**src/rtl/ram_port_arbiter.sv**
```systemverilog
// Two-port valid/ready arbiter in front of a single-port synchronous RAM (read-before-write).
// Define RAMARB_ROUND_ROBIN_EN for round-robin arbitration; the default build is fixed priority (port 0 wins).
module ram_port_arbiter #(
  parameter  int N_DATA      = 64,
  parameter  int N_DATA_BYTE = 4,
  localparam int N_ADDRBIT   = $clog2(N_DATA),
  localparam int N_DW        = N_DATA_BYTE * 8
) (
  input  logic                     i_clock,
  input  logic                     i_reset_n,
  input  logic [1:0]               i_req_valid,
  output logic [1:0]               o_req_ready,
  input  logic [2*N_ADDRBIT-1:0]   i_req_addr,
  input  logic [2*N_DATA_BYTE-1:0] i_req_wen,
  input  logic [2*N_DW-1:0]        i_req_wdata,
  output logic [1:0]               o_rsp_valid,
  input  logic [1:0]               i_rsp_ready,
  output logic [N_DW-1:0]          o_rsp_rdata,
  output logic                     o_ram_en,
  output logic [N_ADDRBIT-1:0]     o_ram_addr,
  output logic [N_DATA_BYTE-1:0]   o_ram_wen,
  output logic [N_DW-1:0]          o_ram_wdata,
  input  logic [N_DW-1:0]          i_ram_rdata
);

  typedef enum logic [0:0] {
    ST_IDLE = 1'b0,
    ST_RSP  = 1'b1
  } state_t;

  state_t     state_r;
  logic       owner_r;
  logic [1:0] rsp_valid_r;
  logic       rsp_accept_s;
  logic       can_grant_s;
  logic       grant_s;
  logic       gnt_port_s;
`ifdef RAMARB_ROUND_ROBIN_EN
  logic       last_r;
`endif

  // A stalled response blocks new grants so the RAM output register stays untouched.
  assign rsp_accept_s = |(rsp_valid_r & i_rsp_ready);
  assign can_grant_s  = (state_r == ST_IDLE) | rsp_accept_s;
  assign grant_s      = i_reset_n & can_grant_s & (|i_req_valid);

  // Arbitration: choose which valid port would be granted this cycle.
  always_comb begin
    gnt_port_s = 1'b0;
`ifdef RAMARB_ROUND_ROBIN_EN
    if (i_req_valid == 2'b11) begin
      gnt_port_s = ~last_r;
    end else if (i_req_valid[0]) begin
      gnt_port_s = 1'b0;
    end else begin
      gnt_port_s = 1'b1;
    end
`else
    if (i_req_valid[0]) begin
      gnt_port_s = 1'b0;
    end else begin
      gnt_port_s = 1'b1;
    end
`endif
  end

  // RAM port and request-ready steering from the granted port.
  always_comb begin
    o_req_ready = 2'b00;
    o_ram_en    = 1'b0;
    o_ram_addr  = '0;
    o_ram_wen   = '0;
    o_ram_wdata = '0;
    if (grant_s) begin
      o_ram_en = 1'b1;
      if (gnt_port_s) begin
        o_req_ready = 2'b10;
        o_ram_addr  = i_req_addr[N_ADDRBIT +: N_ADDRBIT];
        o_ram_wen   = i_req_wen[N_DATA_BYTE +: N_DATA_BYTE];
        o_ram_wdata = i_req_wdata[N_DW +: N_DW];
      end else begin
        o_req_ready = 2'b01;
        o_ram_addr  = i_req_addr[0 +: N_ADDRBIT];
        o_ram_wen   = i_req_wen[0 +: N_DATA_BYTE];
        o_ram_wdata = i_req_wdata[0 +: N_DW];
      end
    end else begin
      o_req_ready = 2'b00;
      o_ram_en    = 1'b0;
    end
  end

  // Response FSM: tracks the owner of the outstanding RAM read result.
  always_ff @(posedge i_clock) begin
    if (!i_reset_n) begin
      state_r     <= ST_IDLE;
      owner_r     <= 1'b0;
      rsp_valid_r <= 2'b00;
    end else begin
      case (state_r)
        ST_IDLE: begin
          if (grant_s) begin
            state_r     <= ST_RSP;
            owner_r     <= gnt_port_s;
            rsp_valid_r <= gnt_port_s ? 2'b10 : 2'b01;
          end else begin
            state_r     <= ST_IDLE;
            rsp_valid_r <= 2'b00;
          end
        end
        ST_RSP: begin
          if (grant_s) begin
            state_r     <= ST_RSP;
            owner_r     <= gnt_port_s;
            rsp_valid_r <= gnt_port_s ? 2'b10 : 2'b01;
          end else if (rsp_accept_s) begin
            state_r     <= ST_IDLE;
            rsp_valid_r <= 2'b00;
          end else begin
            state_r     <= ST_RSP;
            rsp_valid_r <= rsp_valid_r;
          end
        end
        default: begin
          state_r     <= ST_IDLE;
          owner_r     <= 1'b0;
          rsp_valid_r <= 2'b00;
        end
      endcase
    end
  end

`ifdef RAMARB_ROUND_ROBIN_EN
  // Remember the last granted port; reset value 1 lets port 0 win first.
  always_ff @(posedge i_clock) begin
    if (!i_reset_n) begin
      last_r <= 1'b1;
    end else if (grant_s) begin
      last_r <= gnt_port_s;
    end else begin
      last_r <= last_r;
    end
  end
`endif

  assign o_rsp_valid = rsp_valid_r;
  assign o_rsp_rdata = i_ram_rdata;

endmodule

```
**config.mk**
```make
export PLATFORM = sky130hd
export DESIGN_NAME = ram_port_arbiter
export DESIGN_NICKNAME = d
export VERILOG_FILES = /design/src/rtl/ram_port_arbiter.sv
export SDC_FILE = /design/constraint.sdc
export NUM_CORES = 1
export LEC_CHECK = 0
export CAP_MARGIN = 25
export CORE_AREA = 2 2 78 80
export DETAILED_ROUTE_END_ITERATION = 10
export DIE_AREA = 0 0 80 82
export GPL_TIMING_DRIVEN = 0
export HOLD_SLACK_MARGIN = 0.12
export PLACE_DENSITY = 0.76
export SKIP_LAST_GASP = 1
export SYNTH_ARGS = -nofsm -noshare
export SYNTH_HDL_FRONTEND = slang
export SYNTH_SLANG_ARGS = --single-unit
```
**constraint.sdc**
```tcl
create_clock -name i_clock -period 2.29 [get_ports i_clock]
set_input_delay 0.229 -clock i_clock [delete_from_list [all_inputs] [get_ports i_clock]]
set_output_delay 0.229 -clock i_clock [all_outputs]
set_load 0.05 [all_outputs]
```
Word level (Yosys, flattened, before mapping)
Index checks and enable logic that the tools add are counted.
Cells by class
  add/sub/neg operators: 0
  multiply operators: 0
  divide/modulo/power cells: 0
  $lt $le $gt $ge: 0
  equality and inequality tests: 1
  shifts and indexed selects: 0
  multiplexer cells: 15
  bitwise operators: 5
  reductions and logical operators: 2
Operators with widths (count)
  2-to-1 mux 32 bit: 2
  2-to-1 mux 6 bit: 2
  2-to-1 mux 2 bit: 4
  2-to-1 mux 4 bit: 2
  one-hot mux 2 bit (2 select lines): 1
  OR reduction 2 bit: 2
  2-to-1 mux 1 bit: 3
  != test 3 x 1 -> 1 bit, second input constant: 1
  AND 1 bit: 2
  AND 2 bit: 1
  one-hot mux 1 bit (2 select lines): 1
  NOT 1 bit: 1
  OR 1 bit: 1
Storage, ports and cells
  register bits after elaboration: 3
  latch bits: 0
  bits in writable memories: 0
  ROM bits: 0
  bits of input ports: 122
  output and inout bits: 79
  logic and storage cells: 25
  memories kept: 0

Logic depth before layout (Yosys ltp)
  depth after elaboration: 7
  mapped depth: 6
  depth with buffers taken out: 3

Least setup slack after synthesis
No wires, ideal clock.
  kind: register to output
  from: register rsp_valid_r[0], in the netlist o_rsp_valid[0]
  to: output o_req_ready[0]
  data arrival time: 1.974 ns
  required time: 2.061 ns
  setup slack: 0.087 ns
  stages on the path, launching flop included: 6
  buffers on the path: 2
  path through: dfxtp_1 -> a22oi_1 -> a21bo_1 -> buf_6 -> buf_6 -> nor2_1
Between the ends
  word-level cells in the longest chain between the ends: 6
RTL lines
  start, declared: line 33  | logic [1:0] rsp_valid_r;
  start signal, assigned: line 105  | rsp_valid_r <= gnt_port_s ? 2'b10 : 2'b01;
  start signal, assigned: line 115  | rsp_valid_r <= gnt_port_s ? 2'b10 : 2'b01;
  start signal, assigned: line 121  | rsp_valid_r <= rsp_valid_r;
  AND 2 bit: line 43  | assign rsp_accept_s = |(rsp_valid_r & i_rsp_ready);
  OR reduction 2 bit: line 43
  OR 1 bit: line 44  | assign can_grant_s = (state_r == ST_IDLE) | rsp_accept_s;
  AND 1 bit (2 in a row): line 45  | assign grant_s = i_reset_n & can_grant_s & (|i_req_valid);
  2-to-1 mux 2 bit: line 74  | if (grant_s) begin
  end, declared: line 12  | output logic [1:0] o_req_ready,
Every way passes these cells.

Worst setup path after layout
  from: input i_rsp_ready[0]
  to: output o_ram_en
Between the ends
  word-level cells in the longest chain between the ends: 6
RTL lines
  start, declared: line 17  | input logic [1:0] i_rsp_ready,
  AND 2 bit: line 43
  OR reduction 2 bit: line 43
  OR 1 bit: line 44
  AND 1 bit (2 in a row): line 45
  2-to-1 mux 1 bit: line 74
  end, declared: line 19  | output logic o_ram_en,
Every way passes these cells.

==> flow_metrics.py <==
metrics = {
    "run_status": {
        "outcome": "completed",
    },
    "yosys": {
        "synth_compound_area_share_pct": 34.02,
        "synth_fa_ha_area_share_pct": 0,
        "synth_area_leaders": "a22oi_1, buf_4, nor2_2",
        "async_flop_share_pct": 0,
        "syn_inst": 149,
        "ys_ff_latch": 3,
        "synthSimpleGateAreaFrac_pct": 25.69,
        "synth_top_area_share_pct": 31.12,
        "synth_nets": 271,
        "synth_most_common_cell": "a22oi_1",
        "ys_top_cells_by_count": "a22oi_1, buf_4, nor2_2",
        "synth.yosys.warnings": 0,
        "yosysSeqAreaShare_pct": 5.790,
        "synth_top_family_by_area": "buffers and inverters",
        "syn_area_sq_mm": 0.001037,
        "muxShareOfSynthArea_pct": 0,
        "avgSynthCellArea_sq_um": 6.961,
        "synth_top_flop_cell": "dfxtp_1",
        "synthXorXnorAreaFrac_pct": 0,
        "synth_cell_types": 14,
        "synth_edf_count": 0,
        "yosysTopAreaCell": "a22oi_1",
    },
    "power": {
        "switching_share_pct": 47.60,
        "p_leak_nw": 1.269,
        "power_mw": 0.9394,
        "ir_worst_vdd_v": 0.0003283,
        "pwr-share-seq_pct": 6.3,
        "switching_power_mw": 0.4471,
        "p_int_mw": 0.4923,
        "powerDensity_mw_per_mm2": 336.5,
        "p_clk_share_pct": 16.6,
        "combPwrFrac_pct": 77.1,
    },
    "worst_hold_path": {
        "hold_path_end": "o_rsp_valid[0]",
        "hold_start": "i_req_valid[0]",
        "whs_path_depth": 3,
        "hold_path_class": "in2reg",
    },
    "final_layout": {
        "fillers": 591,
        "nets": 443,
        "multi_input_area_sq_um": 619.3,
        "drive_above_1_share_pct": 23.44,
        "area_growth_pct": 169.1,
        "regArea_sq_um": 60.06,
        "num_antenna_cells": 0,
        "post-route-cell-area_sq_mm": 0.002791,
    },
    "placed_design": {
        "post_dp_cell_area_sq_mm": 0.002803,
        "place.port_buffers": 167,
        "routabilityCongestion": 0.7231,
        "dp_slack_ns": -0.1871,
        "dp_hpwl_mm": 4.510,
    },
    "timing": {
        "min_period_ns": 2.213,
        "min_period_over_period_pct": 96.64,
        "fmax_mhz": 451.9,
        "tightest_slew_ns": 0.5221,
        "setup-violations-final": 0,
        "totalNegativeSetupSlack_ns": 0,
        "skew_ns": 0.005005,
        "maxSlewViolCount": 0,
        "rsz0062_at_grt": "no",
        "worst_slack_ns": 0.07694,
        "slew_headroom_pct": 65.08,
        "finalHoldViolCount": 0,
    },
    "detailed_routing": {
        "wire_per_inst_um": 13.42,
        "drt-initial-drc-count": 29,
        "drtPass1Iterations": 4,
        "vias": 1695,
        "route.detailed.drc": 0,
        "antenna_left": 0,
        "vias_per_cell": 4.291,
        "routed_wl_mm": 5.302,
    },
    "flow_run": {
        "max-cap-violations": 0,
    },
    "worst_setup_path": {
        "max_stage_delay_ns": 0.54,
        "r2r_start": "o_rsp_valid[0]",
        "worst-setup-path-type": "in2out",
        "cp_data_arrival_time_ns": 1.98,
        "critical-path-top-delay-family": "buffers and inverters",
        "r2r_setup_slack_ns": 1.18,
        "endpoint_kind": "output pin",
        "crit_top_cell": "buf_6",
        "cpMaxStageDelayCell": "dlygate4sd2_1",
        "rr_endpoint": "o_rsp_valid[1]",
        "path_buf_inv": 4,
        "worstPathCellList": "clkdlybuf4s50_1 -> a22oi_1 -> a21bo_1 -> buf_6 -> buf_6 -> nor2_2 -> dlygate4sd2_1",
        "r2r_cells": 4,
        "startpoint_type": "primary input",
        "path_max_fanout": 10,
        "critPathRequiredTime_ns": 2.06,
    },
    "floorplan": {
        "die_area_sq_mm": 0.006560,
        "rows": 28,
        "die-width_um": 80,
        "die_h_um": 82,
        "start_util_pct": 18.05,
        "boundaryPins": 201,
        "coreArea_sq_mm": 0.005746,
    },
    "cts": {
        "cts-hold-fix-buffers": 0,
        "htreeDepth": 1,
        "cts_made_buffers": 3,
        "clockRootBuffer": "clkbuf_8",
        "clock_path_buffers": 2,
        "cts.sinks": 3,
        "clk_latency_ns": 0.22,
        "cts_tree": "built",
        "cts.reportedPaths.clkPinSlew_ns": 0.03,
    },
    "grt": {
        "grt_max_degree": 11,
        "grtUsageTotal_pct": 14.02,
        "grt_pass1_wl_mm": 7.465,
        "grt_overflow_total": 0,
        "grt_pass1_vias": 1608,
        "antenna_found_initial": 0,
    },
}
## state kept, by name, summed over array words and instances, names as in the netlist
name and flops:
state_r 1, o_rsp_valid 2
## power by group through the flow
stage / logic, mW / clock network (mW) / registers [mW]
after global routing: 0.762 / 0.171 / 0.0591
after detailed placement: 0.758 / 0 / 0.0595
after CTS: 0.729 / 0.162 / 0.0588
final: 0.725 / 0.156 / 0.0588
after floorplan: 0.433 / 0 / 0.0668
after global placement: 0.750 / 0 / 0.0593
## kinds of logic (layout without fill, tap and decap cells)
family | Yosys count | after routing
AO/OA/AOI/OAI | 47 | 47
buffers and inverters | 48 | 219
AND/OR/NAND/NOR | 51 | 51
flip-flops | 3 | 3
## metal layers
layer / vias up / part of all wire (%) / track usage [%] / wire, um
li1: 834 / - / - / -
met1: 767 / 37 / 15.35 / 1938
met2: 92 / 54 / 27.08 / 2849
met3: 2 / 9.4 / 3.846 / 500
met4: 0 / 0.25 / 2.542 / 13
met5: - / 0 / 0 / 0
## repair_timing
item,4_1_cts,5_1_grt
setup endpoints to repair,45,0
buffers inserted,0,0
gates resized for setup,45,0
## how the worst max path moves through the flow
stage | startpoint | to | slack, ns | depth (start not counted)
finish | i_rsp_ready[0] | o_ram_en | 0.08 | 7
floorplan | o_rsp_valid[0] | o_req_ready[0] | 0.09 | 5
global route | i_req_valid[1] | o_ram_addr[3] | 0.01 | 7
detailed placement | i_req_valid[1] | o_ram_wdata[18] | -0.19 | 7
CTS | i_rsp_ready[0] | o_ram_en | 0.08 | 7
global placement | i_rsp_ready[0] | o_ram_wdata[6] | -0.20 | 7
## final cells by class
| class | instances | area share, % |
|---|---|---|
| inverters | 1 | 0.1345 |
| repair buffers | 167 | 57.87 |
| multi-input cells | 98 | 22.19 |
| flip-flops and latches | 3 | 2.151 |
| well taps | 75 | 3.362 |
| clock buffers | 4 | 1.614 |
| plain buffers | 47 | 12.68 |
## worst reg2reg max path, delay by kind of cell, from the launching register on
kind | cells | cell delay [ns]
flip-flops | 1 | 0.32
AO/OA/AOI/OAI | 3 | 0.51
buffers and inverters | 1 | 0.16
## metrics by stage
step	hold slack, ns	util [%]	instances
finish	0.4116	48.58	395
global route	0.4298	48.58	395
CTS	0.4089	48.58	395
detailed placement	0.4828	48.78	391
global placement	0.4837	48.78	391
floorplan	0.3828	-	149
## placed cells by master (no fill, tap or decap), drive strengths merged
cell type,instances
a21bo,1
a21boi,1
a22oi,43
buf,43
clkbuf,8
clkdlybuf4s50,122
dfxtp,3
dlygate4sd2,45
inv,1
nand2,4
nor2,46
nor2b,1
o22ai,2
Power figures use the tool's default switching activity.
